==> src/rtl/div_iter_unit_pkg.sv <==
// -----------------------------------------------------------------------------
// div_iter_unit_pkg
// Shared definitions for the iterative divide unit: the AluCtrl opcode
// encodings, the data width, the divider FSM state codes and opcode
// classification helpers.
// -----------------------------------------------------------------------------
package div_iter_unit_pkg;

    // Width of the DType datapath; the divider operand width must match it.
    localparam int DTYPE_W = 32;

    typedef logic [4:0] alu_ctrl_t;

    localparam alu_ctrl_t ALU_ADD  = 5'd0;
    localparam alu_ctrl_t ALU_SUB  = 5'd1;
    localparam alu_ctrl_t ALU_AND  = 5'd2;
    localparam alu_ctrl_t ALU_OR   = 5'd3;
    localparam alu_ctrl_t ALU_XOR  = 5'd4;
    localparam alu_ctrl_t ALU_SLL  = 5'd5;
    localparam alu_ctrl_t ALU_SRL  = 5'd6;
    localparam alu_ctrl_t ALU_SRA  = 5'd7;
    localparam alu_ctrl_t ALU_SLT  = 5'd8;
    localparam alu_ctrl_t ALU_SLTU = 5'd9;
    localparam alu_ctrl_t ALU_MUL  = 5'd10;
    localparam alu_ctrl_t ALU_DIV  = 5'd12;
    localparam alu_ctrl_t ALU_MOD  = 5'd13;
    localparam alu_ctrl_t ALU_DIVU = 5'd14;
    localparam alu_ctrl_t ALU_MODU = 5'd15;

    // Divider FSM state codes (DivState)
    localparam logic [1:0] DIV_IDLE = 2'd0;
    localparam logic [1:0] DIV_CALC = 2'd1;
    localparam logic [1:0] DIV_FIX  = 2'd2;
    localparam logic [1:0] DIV_DONE = 2'd3;

    function automatic logic isDivOp(input alu_ctrl_t op);
        return (op == ALU_DIV) || (op == ALU_MOD) ||
               (op == ALU_DIVU) || (op == ALU_MODU);
    endfunction

    function automatic logic isSignedDivOp(input alu_ctrl_t op);
        return (op == ALU_DIV) || (op == ALU_MOD);
    endfunction

    // Remainder-selecting opcodes; the other divide opcodes return the quotient.
    function automatic logic isRemOp(input alu_ctrl_t op);
        return (op == ALU_MOD) || (op == ALU_MODU);
    endfunction

endpackage

==> src/rtl/div_iter_unit_if.sv <==
// -----------------------------------------------------------------------------
// div_iter_unit_if
// Execute-stage <-> divider handshake bundle.
//   start_i  : request, sampled only while the divider is idle
//   op_i     : AluCtrl opcode
//   src1_i   : dividend (rj)
//   src2_i   : divisor (rk)
//   flush_i  : abort the in-flight operation
//   busy_o   : divider occupied (CALC/FIX)
//   done_o   : one-cycle completion pulse, result_o valid
//   result_o : quotient or remainder, held until the next accepted start
// master = execute stage, slave = divider.
// -----------------------------------------------------------------------------
interface div_iter_unit_if;
    import div_iter_unit_pkg::*;

    logic                 start_i;
    alu_ctrl_t            op_i;
    logic [DTYPE_W-1:0]   src1_i;
    logic [DTYPE_W-1:0]   src2_i;
    logic                 flush_i;
    logic                 busy_o;
    logic                 done_o;
    logic [DTYPE_W-1:0]   result_o;

    modport master (
        output start_i, op_i, src1_i, src2_i, flush_i,
        input  busy_o, done_o, result_o
    );

    modport slave (
        input  start_i, op_i, src1_i, src2_i, flush_i,
        output busy_o, done_o, result_o
    );

endinterface

==> src/rtl/div_iter_unit_div_step.sv <==
// -----------------------------------------------------------------------------
// div_step
// One radix-2 restoring division step, purely combinational.
//   rem_i     : partial remainder before the step (always < divisor)
//   divisor_i : divisor magnitude
//   bit_i     : next dividend bit, MSB first
//   rem_o     : partial remainder after the step
//   q_o       : quotient bit produced by this step
// The shifted partial remainder needs W+1 bits; its top bit is also the
// sign of the trial subtraction, which decides whether to restore.
// -----------------------------------------------------------------------------
module div_step #(
    parameter int W = 32
) (
    input  logic [W-1:0] rem_i,
    input  logic [W-1:0] divisor_i,
    input  logic         bit_i,
    output logic [W-1:0] rem_o,
    output logic         q_o
);

    logic [W:0] shifted;
    logic [W:0] trial;

    always_comb begin
        shifted = {rem_i, bit_i};
        trial   = shifted - {1'b0, divisor_i};
        q_o     = ~trial[W];
        // A negative trial means the divisor did not fit: keep the shifted
        // value. Either way the result is below the divisor, so W bits hold it.
        rem_o   = trial[W] ? shifted[W-1:0] : trial[W-1:0];
    end

endmodule

==> src/rtl/div_iter_unit.sv <==
// -----------------------------------------------------------------------------
// div_iter_unit
// Multi-cycle radix-2 restoring integer divider for DIV/MOD/DIVU/MODU.
// Fixed latency: XLEN CALC cycles, one FIX cycle, one DONE cycle.
//   clk : system clock, rising edge
//   rst : asynchronous active-high reset
//   bus : div_iter_unit_if.slave (start/op/src1/src2/flush in,
//         busy/done/result out)
//
//   state | meaning
//   ------+-------------------------------------------------------------
//   IDLE  | waiting for an accepted start
//   CALC  | one quotient bit per cycle, MSB first, XLEN cycles
//   FIX   | apply signs and special cases, register result
//   DONE  | done_o pulse for one cycle
// -----------------------------------------------------------------------------
module div_iter_unit
    import div_iter_unit_pkg::*;
#(
    parameter int XLEN  = DTYPE_W,
    parameter int CNT_W = 6
) (
    input  logic          clk,
    input  logic          rst,
    div_iter_unit_if.slave bus
);

    localparam logic [CNT_W-1:0] LAST_CNT = CNT_W'(XLEN - 1);
    localparam logic [XLEN-1:0]  MIN_NEG  = {1'b1, {(XLEN-1){1'b0}}};

    logic [1:0]       state_q, state_d;
    logic [CNT_W-1:0] cnt_q, cnt_d;
    alu_ctrl_t        op_q, op_d;
    logic             sign1_q, sign1_d;
    logic             sign2_q, sign2_d;
    logic             div0_q, div0_d;
    logic             ovf_q, ovf_d;
    logic [XLEN-1:0]  dvd_q, dvd_d;
    logic [XLEN-1:0]  dsr_q, dsr_d;
    logic [XLEN-1:0]  rem_q, rem_d;
    logic [XLEN-1:0]  quot_q, quot_d;
    logic [XLEN-1:0]  result_q, result_d;

    logic             accept;
    logic             src_signed;
    logic [XLEN-1:0]  step_rem;
    logic             step_q;
    logic [XLEN-1:0]  quot_fix;
    logic [XLEN-1:0]  rem_fix;

    div_step #(.W(XLEN)) u_step (
        .rem_i     (rem_q),
        .divisor_i (dsr_q),
        .bit_i     (dvd_q[XLEN-1]),
        .rem_o     (step_rem),
        .q_o       (step_q)
    );

    assign src_signed = isSignedDivOp(bus.op_i);
    assign accept     = (state_q == DIV_IDLE) && bus.start_i &&
                        isDivOp(bus.op_i) && !bus.flush_i;

    // Sign and special-case correction of the magnitude results.
    always_comb begin
        quot_fix = (sign1_q ^ sign2_q) ? -quot_q : quot_q;
        // With a zero divisor every trial succeeds, so the remainder path
        // reproduces |src1| and the dividend sign restores src1 exactly.
        rem_fix  = sign1_q ? -rem_q : rem_q;
        if (div0_q) begin
            quot_fix = '1;
        end else if (ovf_q) begin
            quot_fix = MIN_NEG;
            rem_fix  = '0;
        end
    end

    always_comb begin
        state_d = state_q;
        case (state_q)
            DIV_IDLE: if (accept) state_d = DIV_CALC;
            DIV_CALC: begin
                if (bus.flush_i)            state_d = DIV_IDLE;
                else if (cnt_q == LAST_CNT) state_d = DIV_FIX;
            end
            DIV_FIX:  state_d = bus.flush_i ? DIV_IDLE : DIV_DONE;
            DIV_DONE: state_d = DIV_IDLE;
            default:  state_d = DIV_IDLE;
        endcase
    end

    always_comb begin
        cnt_d    = cnt_q;
        op_d     = op_q;
        sign1_d  = sign1_q;
        sign2_d  = sign2_q;
        div0_d   = div0_q;
        ovf_d    = ovf_q;
        dvd_d    = dvd_q;
        dsr_d    = dsr_q;
        rem_d    = rem_q;
        quot_d   = quot_q;
        result_d = result_q;

        if (accept) begin
            op_d    = bus.op_i;
            sign1_d = src_signed && bus.src1_i[XLEN-1];
            sign2_d = src_signed && bus.src2_i[XLEN-1];
            dvd_d   = sign1_d ? -bus.src1_i : bus.src1_i;
            dsr_d   = sign2_d ? -bus.src2_i : bus.src2_i;
            div0_d  = (bus.src2_i == '0);
            ovf_d   = src_signed && (bus.src1_i == MIN_NEG) &&
                      (bus.src2_i == '1);
            rem_d   = '0;
            quot_d  = '0;
            cnt_d   = '0;
        end else if ((state_q == DIV_CALC) && !bus.flush_i) begin
            rem_d  = step_rem;
            quot_d = {quot_q[XLEN-2:0], step_q};
            dvd_d  = {dvd_q[XLEN-2:0], 1'b0};
            cnt_d  = cnt_q + 1'b1;
        end else if ((state_q == DIV_FIX) && !bus.flush_i) begin
            result_d = isRemOp(op_q) ? rem_fix : quot_fix;
        end
    end

    always_ff @(posedge clk or posedge rst) begin
        if (rst) begin
            state_q  <= DIV_IDLE;
            cnt_q    <= '0;
            op_q     <= '0;
            sign1_q  <= 1'b0;
            sign2_q  <= 1'b0;
            div0_q   <= 1'b0;
            ovf_q    <= 1'b0;
            dvd_q    <= '0;
            dsr_q    <= '0;
            rem_q    <= '0;
            quot_q   <= '0;
            result_q <= '0;
        end else begin
            state_q  <= state_d;
            cnt_q    <= cnt_d;
            op_q     <= op_d;
            sign1_q  <= sign1_d;
            sign2_q  <= sign2_d;
            div0_q   <= div0_d;
            ovf_q    <= ovf_d;
            dvd_q    <= dvd_d;
            dsr_q    <= dsr_d;
            rem_q    <= rem_d;
            quot_q   <= quot_d;
            result_q <= result_d;
        end
    end

    assign bus.busy_o   = (state_q == DIV_CALC) || (state_q == DIV_FIX);
    assign bus.done_o   = (state_q == DIV_DONE);
    assign bus.result_o = result_q;

endmodule

==> src/flat_wrapper.sv <==
// flat-port wrapper written by rule: the top's interface ports become plain ports
module div_iter_unit_flat import div_iter_unit_pkg::*;
#(
    parameter int XLEN  = DTYPE_W,
    parameter int CNT_W = 6
)
  (clk, rst, bus_start_i, bus_op_i, bus_src1_i, bus_src2_i, bus_flush_i, bus_busy_o, bus_done_o, bus_result_o);
  div_iter_unit_if bus_i ();
  input  logic clk;
  input  logic rst;
  input wire logic [$bits(bus_i.start_i)-1:0] bus_start_i;
  input wire logic [$bits(bus_i.op_i)-1:0] bus_op_i;
  input wire logic [$bits(bus_i.src1_i)-1:0] bus_src1_i;
  input wire logic [$bits(bus_i.src2_i)-1:0] bus_src2_i;
  input wire logic [$bits(bus_i.flush_i)-1:0] bus_flush_i;
  output wire logic [$bits(bus_i.busy_o)-1:0] bus_busy_o;
  output wire logic [$bits(bus_i.done_o)-1:0] bus_done_o;
  output wire logic [$bits(bus_i.result_o)-1:0] bus_result_o;
  assign bus_i.start_i = bus_start_i;
  assign bus_i.op_i = bus_op_i;
  assign bus_i.src1_i = bus_src1_i;
  assign bus_i.src2_i = bus_src2_i;
  assign bus_i.flush_i = bus_flush_i;
  assign bus_busy_o = bus_i.busy_o;
  assign bus_done_o = bus_i.done_o;
  assign bus_result_o = bus_i.result_o;
  div_iter_unit #(.XLEN(XLEN), .CNT_W(CNT_W)) u_core (.clk(clk), .rst(rst), .bus(bus_i));
endmodule
==> config.mk <==
export PLATFORM = sky130hd
export DESIGN_NAME = div_iter_unit_flat
export DESIGN_NICKNAME = d
export VERILOG_FILES = /design/src/rtl/div_iter_unit_pkg.sv /design/src/rtl/div_iter_unit_if.sv /design/src/rtl/div_iter_unit_div_step.sv /design/src/rtl/div_iter_unit.sv /design/src/flat_wrapper.sv
export SDC_FILE = /design/constraint.sdc
export NUM_CORES = 1
export LEC_CHECK = 0
export CORE_MARGIN = 5
export CORE_UTILIZATION = 55
export CTS_CLUSTER_SIZE = 20
export DETAILED_ROUTE_END_ITERATION = 8
export PLACE_DENSITY = 0.76
export SYNTH_ARGS = -nofsm -noshare
export SYNTH_HDL_FRONTEND = slang
export SYNTH_SLANG_ARGS = --single-unit
==> constraint.sdc <==
create_clock -name clk -period 16.1 [get_ports clk]
set_clock_uncertainty 0.2 [all_clocks]
set_input_delay 1.61 -clock clk [delete_from_list [all_inputs] [get_ports clk]]
set_output_delay 1.61 -clock clk [all_outputs]
set_load 0.05 [all_outputs]
==> reports/metrics.cfg <==
[floorplanning]
die_y_um = 161
ios = 107
die_x_um = 161
core-area_sq_um = 22600
dieArea_sq_um = 26000
initial_utilization_pct = 55.8
fp-row-count = 55

[detailed_routing]
dr.pass1.iters = 5
wl_um = 32700
drcViolationCount = 0
route.met3.wl_um = 1940
ant_nets = 0
drt-wirelength-per-cell_um = 17.2
route.met2.wl_um = 15200
met1Wirelength_um = 15200
vias_per_cell = 6.01
vias = 11389
drt-initial-drc-count = 880
top_layer = met4

[cts]
clock_path_buffers = 2
cts_tree = yes
cts_setup_buffers = 0
clkLatencyLatePin_ps = 440
cts.sinks = 176
h-tree-depth = 4
path_clk_slew_ps = 70
cts_resized = 0
ctsHoldBuffers = 0
root_buffer = clkbuf_16
cts_buffers = 17

[setup_path]
worst_setup_path_start_kind = input port
crit_slowest_cell = or4_4
end_kind = flop
crit_chain = clkdlybuf4s50_1, or4_4, or4_4, or2_1, nor2_2, nand4_1, o41ai_2, xor2_1, o21ai_0
crit_top_cell = or4_4
crit_fanout = 4
required_ps = 16190
rr_worst_depth = 10
max_stage_delay_ps = 560
crit_type = input port to flop
worstPathArrival_ps = 4350

[layout]
layout-drive-gt1-share_pct = 6.09
area_growth_pct = 14.0
post-route-util_pct = 63.6
nets = 1714
stdcell_count = 1895
num-fill-cells = 1934
num_antenna_cells = 0

[synth]
synth_edf_count = 0
yosysWarningCount = 0
yosysUniqueCellTypes = 72
ys_seq_area_share_pct = 34.9
synth_area_sq_um = 12600
post_synth.cell_area_avg_sq_um = 8.06
synth.ff_latch_count = 176
synthFlopType = dfrtp_1
syn-instance-count = 1564
async_flop_share_pct = 100
synth_fp_nets = 1681

[power]
vdd_drop_max_mv = 0.0956
total_power_mw = 2.80
p_per_area_nw_per_um2 = 195
leakagePower_nw = 5.92

[place]
io_buffers = 106
placed_cells = 1863
globalplace.congestion = 0.936
place_hpwl_um = 23600

[sta]
rsz0062_at_grt = false
layout_min_cycle_time_ps = 4260
relSlewSlack_pct = 31.3
worst_pin_slew_ps = 1030
final-setup-viol-count = 0
hold_violations = 0
fin_setup_tns_ps = 0
fmax_mhz = 235
final_max_slew_viol_count = 0
fin_crit_sh_pct = 26.5

[outcome]
status = finished clean

[hold_path]
holdPathStages = 2
hp-class = flop to flop

[run]
max_cap_viol_count = 0

[global_route]
grt_start_max_net_pins = 105
grt_pass1_vias = 10764
grt.total_usage_pct = 25.2
grt_pass1_wl_um = 54600
antenna_found_initial = 0
overflow = 0

[worst paths after layout]
path	start	endpoint	slack, ps
worst min-delay path	u_core.bus.result_o[23]$_DFFE_PP0P_	u_core.bus.result_o[23]$_DFFE_PP0P_	280
max in group asynchronous	rst	u_core.quot_q[31]$_DFFE_PP0P_	12720
worst min register to register	u_core.bus.result_o[23]$_DFFE_PP0P_	u_core.bus.result_o[23]$_DFFE_PP0P_	280
worst max register to register	u_core.rem_q[0]$_DFFE_PP0P_	u_core.rem_q[6]$_DFFE_PP0P_	12440
worst max-delay path	bus_src2_i[8]	u_core.dsr_q[29]$_DFFE_PP0N_	11840
min in group asynchronous	rst	u_core.bus.result_o[30]$_DFFE_PP0P_	1530
[cell type report]
cell class | count | area, sq um | share of cell area [%]
Multi-Input combinational cell | 1226 | 7590 | 52.9
Sequential cell | 176 | 4400 | 30.7
Timing Repair Buffer | 119 | 1160 | 8.07
Clock buffer | 20 | 457 | 3.18
Tap cell | 285 | 357 | 2.48
Inverter | 57 | 219 | 1.52
Clock inverter | 12 | 176 | 1.23
[worst max-delay path, delay by kind of cell]
kind,cells,cell delay (ps)
AOI/OAI and AO/OA,2,400
xor gates and xnor gates,1,190
buffers and inverters,1,480
and+or+nand+nor,5,1670
[registers in the layout, summed over array words and instances, names as in the netlist, 2 cells and up]
name,cells
u_core.op_q,4
u_core.bus.result_o,32
u_core.dsr_q,32
u_core.rem_q,32
u_core.state_q,2
u_core.quot_q,32
u_core.dvd_q,32
u_core.cnt_q,6
[metrics by stage]
step	setup WS [ps]	hold WS [ps]	instance area, sq um
2_1_floorplan	9520	249	12600
3_3_place_gp	11400	263	13700
3_5_place_dp	11390	269	13700
4_1_cts	11850	284	14400
5_1_grt	11700	305	14400
6_report	11840	276	14400
[cells in the mapped netlist, types with 10 or more instances]
| cell | count | area share, % |
|---|---|---|
| a2bb2oi_1 | 11 | 0.76 |
| a21oi_1 | 114 | 4.5 |
| nand3_1 | 51 | 2.0 |
| inv_1 | 57 | 1.7 |
| nor2_1 | 89 | 2.7 |
| nand2b_1 | 21 | 1.0 |
| nor3_1 | 26 | 1.0 |
| a31oi_1 | 46 | 2.3 |
| and3_1 | 10 | 0.50 |
| mux2i_1 | 14 | 1.1 |
| clkbuf_1 | 93 | 2.8 |
| nand2_1 | 262 | 7.8 |
| o31ai_1 | 21 | 1.3 |
| xnor2_1 | 59 | 4.1 |
| ha_1 | 43 | 4.3 |
| or4_1 | 13 | 0.77 |
| o21a_1 | 15 | 0.89 |
| dfrtp_1 | 176 | 35 |
| o21ai_0 | 160 | 6.4 |
| nor4_1 | 20 | 0.99 |
| mux2_2 | 19 | 1.7 |
| o41ai_1 | 15 | 1.0 |
| xor2_1 | 86 | 6.0 |
| nand4_1 | 17 | 0.84 |
[cell usage in the layout (no fill, tap or decap), drive strengths merged, types with 20 or more instances in the layout]
cell / Yosys / routed
inv: 57 / 61
xnor2: 59 / 59
clkbuf: 95 / 20
xor2: 86 / 86
nand2: 262 / 262
a31oi: 46 / 46
o21ai: 162 / 162
o41ai: 21 / 21
o31ai: 21 / 21
nor3: 26 / 26
nor4: 22 / 22
ha: 43 / 43
clkdlybuf4s50: 0 / 106
dfrtp: 176 / 176
nor2: 91 / 91
nand2b: 21 / 21
a21oi: 114 / 114
nand3: 52 / 52
[power by group]
part	total, mW	switching (mW)	internal, mW
sequential	0.795	0.189	0.606
combinational	1.56	0.933	0.623
clock	0.448	0.191	0.257
total	2.80	1.31	1.49
[metal layers]
metal  track usage (%)  vias to the layer above
li1                  -                     5593
met1              36.0                     5409
met2              40.0                      348
met3              4.26                       39
met4              6.28                        0
met5                 0                        -
[kinds of logic (layout without fill, tap and decap cells)]
logic type	count (synthesis)	in the layout	synth area share, %
AND/OR/NAND/NOR	563	563	21.4
multiplexers	33	33	2.81
AO/OA/AOI/OAI	441	441	21.4
adder cells (fa/ha/maj)	44	44	4.43
buffers and inverters	162	208	4.96
XOR/XNOR	145	145	10.1
flip-flops	176	176	34.9
(Power assumes the default switching activity.)
